$ cat config.mk
export PLATFORM = sky130hd
export DESIGN_NAME = mcp23s17_spi_sequencer_flat
export DESIGN_NICKNAME = d
export VERILOG_FILES = /design/src/rtl/mcp23s17_spi_sequencer_if.sv /design/src/rtl/mcp23s17_spi_sequencer.sv /design/src/flat_wrapper.sv
export SDC_FILE = /design/constraint.sdc
export NUM_CORES = 1
export LEC_CHECK = 0
export BUFFER_PORTS_ARGS = -buffer_cell sky130_fd_sc_hd__buf_2
export CORE_MARGIN = 4
export CORE_UTILIZATION = 52
export DETAILED_ROUTE_END_ITERATION = 16
export PLACE_DENSITY = 0.76
export SYNTH_ARGS = -nofsm -noshare
export SYNTH_HDL_FRONTEND = slang
export SYNTH_SLANG_ARGS = --single-unit
$ cat constraint.sdc
create_clock -name sysClk -period 2.34 [get_ports sysClk]
set_input_delay 0.234 -clock sysClk [delete_from_list [all_inputs] [get_ports sysClk]]
set_output_delay 0.234 -clock sysClk [all_outputs]
set_load 0.02 [all_outputs]
$ cat src/rtl/mcp23s17_spi_sequencer_if.sv
// Host request/response handshake plus the SPI pins of mcp23s17_spi_sequencer.
// master = host/board side, slave = the sequencer itself.
interface mcp23s17_spi_sequencer_if;
  logic       start_i;
  logic       rw_i;
  logic [7:0] reg_i;
  logic [7:0] wdata_i;
  logic       busy_o;
  logic       done_o;
  logic [7:0] rdata_o;
  logic       spiClk_o;
  logic       cs_o;
  logic       mosi_o;
  logic       miso_i;

  modport master (
    output start_i, rw_i, reg_i, wdata_i, miso_i,
    input  busy_o, done_o, rdata_o, spiClk_o, cs_o, mosi_o
  );

  modport slave (
    input  start_i, rw_i, reg_i, wdata_i, miso_i,
    output busy_o, done_o, rdata_o, spiClk_o, cs_o, mosi_o
  );
endinterface

$ cat src/rtl/mcp23s17_spi_sequencer.sv
// SPI mode-0 master running one opcode/register/data transaction to an MCP23S17 per start pulse.
// Define MCP_CAPTURE_ALL_EN to expose the full 24-bit received frame on capture_o.
module mcp23s17_spi_sequencer #(
  parameter int       CLK_DIV = 4,
  parameter bit [2:0] HW_ADDR = 3'b000
) (
  input  logic        sysClk,
  input  logic        reset,
`ifdef MCP_CAPTURE_ALL_EN
  output logic [23:0] capture_o,
`endif
  mcp23s17_spi_sequencer_if.slave bus
);
  // state    | meaning
  // IDLE     | cs high, waiting for start_i
  // CS_SETUP | cs low, CLK_DIV cycles before the first spiClk rise
  // SHIFT    | 24 bits, each CLK_DIV cycles low then CLK_DIV cycles high
  // CS_HOLD  | cs still low for CLK_DIV cycles after the last fall
  typedef enum logic [1:0] {IDLE, CS_SETUP, SHIFT, CS_HOLD} state_t;

  localparam int               DIV_W    = $clog2(CLK_DIV);
  localparam logic [DIV_W-1:0] DIV_LAST = DIV_W'(CLK_DIV - 1);
`ifdef MCP_CAPTURE_ALL_EN
  localparam int RX_W = 24;
`else
  localparam int RX_W = 8;
`endif

  state_t           state_q, state_d;
  logic [DIV_W-1:0] div_q, div_d;
  logic [4:0]       bit_q, bit_d;
  logic [23:0]      tx_q, tx_d;
  logic [RX_W-1:0]  rx_q, rx_d;
  logic             rd_q, rd_d;
  logic             sclk_q, sclk_d;
  logic             cs_q, cs_d;
  logic             busy_q, busy_d;
  logic             done_q, done_d;
  logic [7:0]       rdata_q, rdata_d;
  logic             div_tc;
  logic             finish;

  assign div_tc = (div_q == '0);
  assign finish = (state_q == CS_HOLD) && div_tc;

  always_comb begin
    state_d = state_q;
    div_d   = div_q;
    bit_d   = bit_q;
    tx_d    = tx_q;
    rx_d    = rx_q;
    rd_d    = rd_q;
    sclk_d  = sclk_q;
    cs_d    = cs_q;
    busy_d  = busy_q;
    done_d  = 1'b0;
    rdata_d = rdata_q;
    unique case (state_q)
      IDLE: begin
        if (bus.start_i) begin
          state_d = CS_SETUP;
          cs_d    = 1'b0;
          busy_d  = 1'b1;
          rd_d    = bus.rw_i;
          div_d   = DIV_LAST;
          bit_d   = 5'd0;
          tx_d    = {4'b0100, HW_ADDR, bus.rw_i, bus.reg_i,
                     bus.rw_i ? 8'h00 : bus.wdata_i};
        end
      end
      CS_SETUP: begin
        div_d = div_q - 1'b1;
        if (div_tc) begin
          state_d = SHIFT;
          div_d   = DIV_LAST;
        end
      end
      SHIFT: begin
        div_d = div_q - 1'b1;
        // miso is captured in the first cycle spiClk is high
        if (sclk_q && (div_q == DIV_LAST)) rx_d = {rx_q[RX_W-2:0], bus.miso_i};
        if (div_tc) begin
          div_d  = DIV_LAST;
          sclk_d = ~sclk_q;
          if (sclk_q) begin
            // 24th shift empties tx, leaving mosi low through CS_HOLD
            tx_d = {tx_q[22:0], 1'b0};
            if (bit_q == 5'd23) state_d = CS_HOLD;
            else                bit_d   = bit_q + 5'd1;
          end
        end
      end
      CS_HOLD: begin
        div_d = div_q - 1'b1;
        if (div_tc) begin
          state_d = IDLE;
          div_d   = '0;
          cs_d    = 1'b1;
          busy_d  = 1'b0;
          done_d  = 1'b1;
          if (rd_q) rdata_d = rx_q[7:0];
        end
      end
      default: state_d = IDLE;
    endcase
  end

  always_ff @(posedge sysClk) begin
    if (reset) begin
      state_q <= IDLE;
      div_q   <= '0;
      bit_q   <= '0;
      tx_q    <= '0;
      rx_q    <= '0;
      rd_q    <= 1'b0;
      sclk_q  <= 1'b0;
      cs_q    <= 1'b1;
      busy_q  <= 1'b0;
      done_q  <= 1'b0;
      rdata_q <= 8'h00;
    end else begin
      state_q <= state_d;
      div_q   <= div_d;
      bit_q   <= bit_d;
      tx_q    <= tx_d;
      rx_q    <= rx_d;
      rd_q    <= rd_d;
      sclk_q  <= sclk_d;
      cs_q    <= cs_d;
      busy_q  <= busy_d;
      done_q  <= done_d;
      rdata_q <= rdata_d;
    end
  end

`ifdef MCP_CAPTURE_ALL_EN
  logic [23:0] capture_q;

  always_ff @(posedge sysClk) begin
    if (reset)       capture_q <= 24'h0;
    else if (finish) capture_q <= rx_q;
  end

  assign capture_o = capture_q;
`endif

  assign bus.spiClk_o = sclk_q;
  assign bus.cs_o     = cs_q;
  assign bus.mosi_o   = tx_q[23];
  assign bus.busy_o   = busy_q;
  assign bus.done_o   = done_q;
  assign bus.rdata_o  = rdata_q;
endmodule

$ cat src/flat_wrapper.sv
// flat-port wrapper written by rule: the top's interface ports become plain ports
module mcp23s17_spi_sequencer_flat 
#(
  parameter int       CLK_DIV = 4,
  parameter bit [2:0] HW_ADDR = 3'b000
)
  (sysClk, reset, bus_start_i, bus_rw_i, bus_reg_i, bus_wdata_i, bus_miso_i, bus_busy_o, bus_done_o, bus_rdata_o, bus_spiClk_o, bus_cs_o, bus_mosi_o);
  mcp23s17_spi_sequencer_if bus_i ();
  input  logic sysClk;
  input  logic reset;
  input wire logic [$bits(bus_i.start_i)-1:0] bus_start_i;
  input wire logic [$bits(bus_i.rw_i)-1:0] bus_rw_i;
  input wire logic [$bits(bus_i.reg_i)-1:0] bus_reg_i;
  input wire logic [$bits(bus_i.wdata_i)-1:0] bus_wdata_i;
  input wire logic [$bits(bus_i.miso_i)-1:0] bus_miso_i;
  output wire logic [$bits(bus_i.busy_o)-1:0] bus_busy_o;
  output wire logic [$bits(bus_i.done_o)-1:0] bus_done_o;
  output wire logic [$bits(bus_i.rdata_o)-1:0] bus_rdata_o;
  output wire logic [$bits(bus_i.spiClk_o)-1:0] bus_spiClk_o;
  output wire logic [$bits(bus_i.cs_o)-1:0] bus_cs_o;
  output wire logic [$bits(bus_i.mosi_o)-1:0] bus_mosi_o;
  assign bus_i.start_i = bus_start_i;
  assign bus_i.rw_i = bus_rw_i;
  assign bus_i.reg_i = bus_reg_i;
  assign bus_i.wdata_i = bus_wdata_i;
  assign bus_i.miso_i = bus_miso_i;
  assign bus_busy_o = bus_i.busy_o;
  assign bus_done_o = bus_i.done_o;
  assign bus_rdata_o = bus_i.rdata_o;
  assign bus_spiClk_o = bus_i.spiClk_o;
  assign bus_cs_o = bus_i.cs_o;
  assign bus_mosi_o = bus_i.mosi_o;
  mcp23s17_spi_sequencer #(.CLK_DIV(CLK_DIV), .HW_ADDR(HW_ADDR)) u_core (.sysClk(sysClk), .reset(reset), .bus(bus_i));
endmodule
==> results.toml <==
[clock_tree]
htreeDepth = 2
cts_max_path_buffers = 2
cts-resized-gates = 0
postCtsSetupRepairBufs = 0
numCtsBuffers = 5
cts-root-buf = "clkbuf_8"
postCtsHoldBufs = 0
clk_latency_ns = 0.31
tritoncts = "yes"
path_clk_slew_ns = 0.10
cts_sinks = 54

[floorplanning]
die_h_um = 75.8
boundaryPins = 34
rows = 24
core-area_um2 = 4380
initial_utilization_pct = 54.5
die-width_um = 75.8
die_area_um2 = 5740

[global_routing]
grt_antenna_before_repair = 0
grt_pass1_vias = 1775
globalRouteOverflowTotal = 0
track_usage_pct = 18.4
grt_max_degree = 42
grt_pass1_wl_mm = 8.10

[layout]
fillers = 391
n_antenna_cell = 0
areaGrowthSynthToFinish_pct = 12.3
ff_latch_area_um2 = 1080
multiInputGateArea_um2 = 1190
layout-drive-gt1-share_pct = 17.9
nets = 320
fin_area_um2 = 2680

[synthesis]
yosys_register_bits = 54
synthCells = 261
synth_top_area_cell = "dfxtp_1"
yosysMostFrequentCell = "dfxtp_1"
ys_seq_area_share_pct = 45.3
avgSynthCellArea_um2 = 9.15
synthTopCellsByArea = "dfxtp_1 (45%), mux2i_1 (10%), nor2_1 (6.6%), ha_1 (5.2%), a21oi_1 (4.0%)"
syn_area_um2 = 2390
synthesis.nets = 292
ys_top_cells_by_count = "dfxtp_1 (54), nor2_1 (42), mux2i_1 (25)"
ys_warn_count = 0
ys_types = 39
yosysTopAreaCellShare_pct = 45.3
ys.flop_type = "dfxtp_1"
synth-edff-count = 0
synth-async-reset-ratio_pct = 0

[placed_design]
hpwl_mm = 3.27
port_buffers = 33
gp_congestion = 0.824
post_dp_cell_area_um2 = 2580

[hold_path]
hp-class = "in -> reg"
min_path_cells = 3

[critical_path]
crit_required_ns = 2.57
reg2regPathDepth = 7
path_cells = "inv_1 > ha_1 > mux2_4 > a21boi_4 > buf_12 > nor2_1 > a211oi_1"
critical_path.top_delay_family = "compound AO/OA/AOI/OAI gates"
crit_slowest_cell = "dfxtp_1"
cp-end-kind = "register"
max_stage_delay_ns = 0.40
cp.arrival_ns = 2.27
worstSetupPathType = "reg -> reg"
start_kind = "register"
cp_max_fo = 22
path_buf_inv = 2
worst-path-stages = 7

[pwr]
leakagePower_nw = 1.18
ir_worst_vdd_uv = 488
pwr_density_cell_nw_per_um2 = 1120

[routing]
drt-wirelength-per-cell_um = 13.6
drtIter0Drc = 74
detail-route-antenna-nets = 0
routed-via-count = 1862
drc = 0
routed_wl_mm = 4.64
drt_pass1_iterations = 4
routed_via_density = 5.44

[sta]
maxSlewHeadroom_pct = 65.1
min_period_ns = 2.04
rsz0062_at_grt = "no"
setup_violations = 0
finalSetupTns_ns = 0
fin_crit_sh_pct = 87.1
worst_pin_slew_ns = 0.522
hold_viol_final = 0
finalClockSkew_ns = 0.00731
slew_viol_final = 0
fmax_ghz = 0.490

[status]
status = "finished, final reports clean"

[flow_run]
drv_cap = 0
[sequential cells by signal (all words and copies together), names as in the netlist, 2 cells and up]
| register | flops |
|---|---|
| u_core.tx_q | 24 |
| u_core.bus.rdata_o | 8 |
| u_core.rx_q | 8 |
| u_core.bit_q | 5 |
| u_core.div_q | 2 |
| u_core.state_q | 2 |
[worst reg2reg max path: cells and delay by family (launching register included)]
family,cells,cell delay [ns]
buf+inv,2,0.31
mux,1,0.27
fa+ha+maj,1,0.33
flops,1,0.40
simple gates,1,0.05
compound gates,2,0.59
[final timing paths]
path | slack [ns] | startpoint | to
worst max register to register | 0.30 | u_core.state_q[0] | u_core.tx_q[14]
worst min-delay path | 0.16 | bus_miso_i | u_core.rx_q[0]
worst min register to register | 0.46 | u_core.tx_q[23] | u_core.tx_q[23]
worst max-delay path | 0.30 | u_core.state_q[0] | u_core.tx_q[14]
[layout make-up]
cell class	instances	area share, %
multi-input combinational	183	44.6
sequential	54	40.3
timing repair buffer	38	8.03
clock buffer	6	3.08
tap	52	2.43
inverter	7	0.980
clock inverter	2	0.607
[layout by cell type (no fill, tap or decap), drive strengths merged, types with 2 or more instances in the layout]
cell and count:
dfxtp 54, nor2 42, buf 38, mux2i 25
a21oi 19, nand2 15, nand3 14, a211oi 11
ha 10, a221oi 9, nor3 8, inv 8
clkbuf 6, o21ai 4, and3 3, nor2b 2
o21bai 2, and2 2, nand4 2, or2b 2
nand2b 2
[per-layer routing]
metal	routed length, um	global-route usage [%]	vias to the layer above
li1	-	-	977
met1	2230	24.6	846
met2	2130	29.0	32
met3	200	4.62	7
met4	75	6.41	0
met5	0	0	-
[report_power, final]
part,total (mW),internal [mW],switching [mW]
registers,1.21,1.10,0.115
logic,1.25,0.515,0.731
clock network,0.558,0.244,0.314
total,3.01,1.86,1.16
[through the flow]
step | hold WS [ns] | cells | setup WS, ns | total power [mW] | util, %
after floorplan | 0.378 | 261 | 0.577 | 2.20 | -
after global placement | 0.440 | 334 | 0.412 | 2.44 | 58.9
after detailed placement | 0.447 | 334 | 0.337 | 2.47 | 58.9
after CTS | 0.152 | 342 | 0.298 | 3.04 | 61.2
after global routing | 0.185 | 342 | 0.0836 | 3.27 | 61.2
final | 0.158 | 342 | 0.301 | 3.01 | 61.2
[cells by family after synthesis]
kind of cell,share of synthesized area (%)
simple gates,18.8
flops,45.3
compound gates,14.6
mux,11.1
buf+inv,4.66
fa+ha+maj,5.24
xor+xnor,0.367
(Power assumes the default switching activity.)
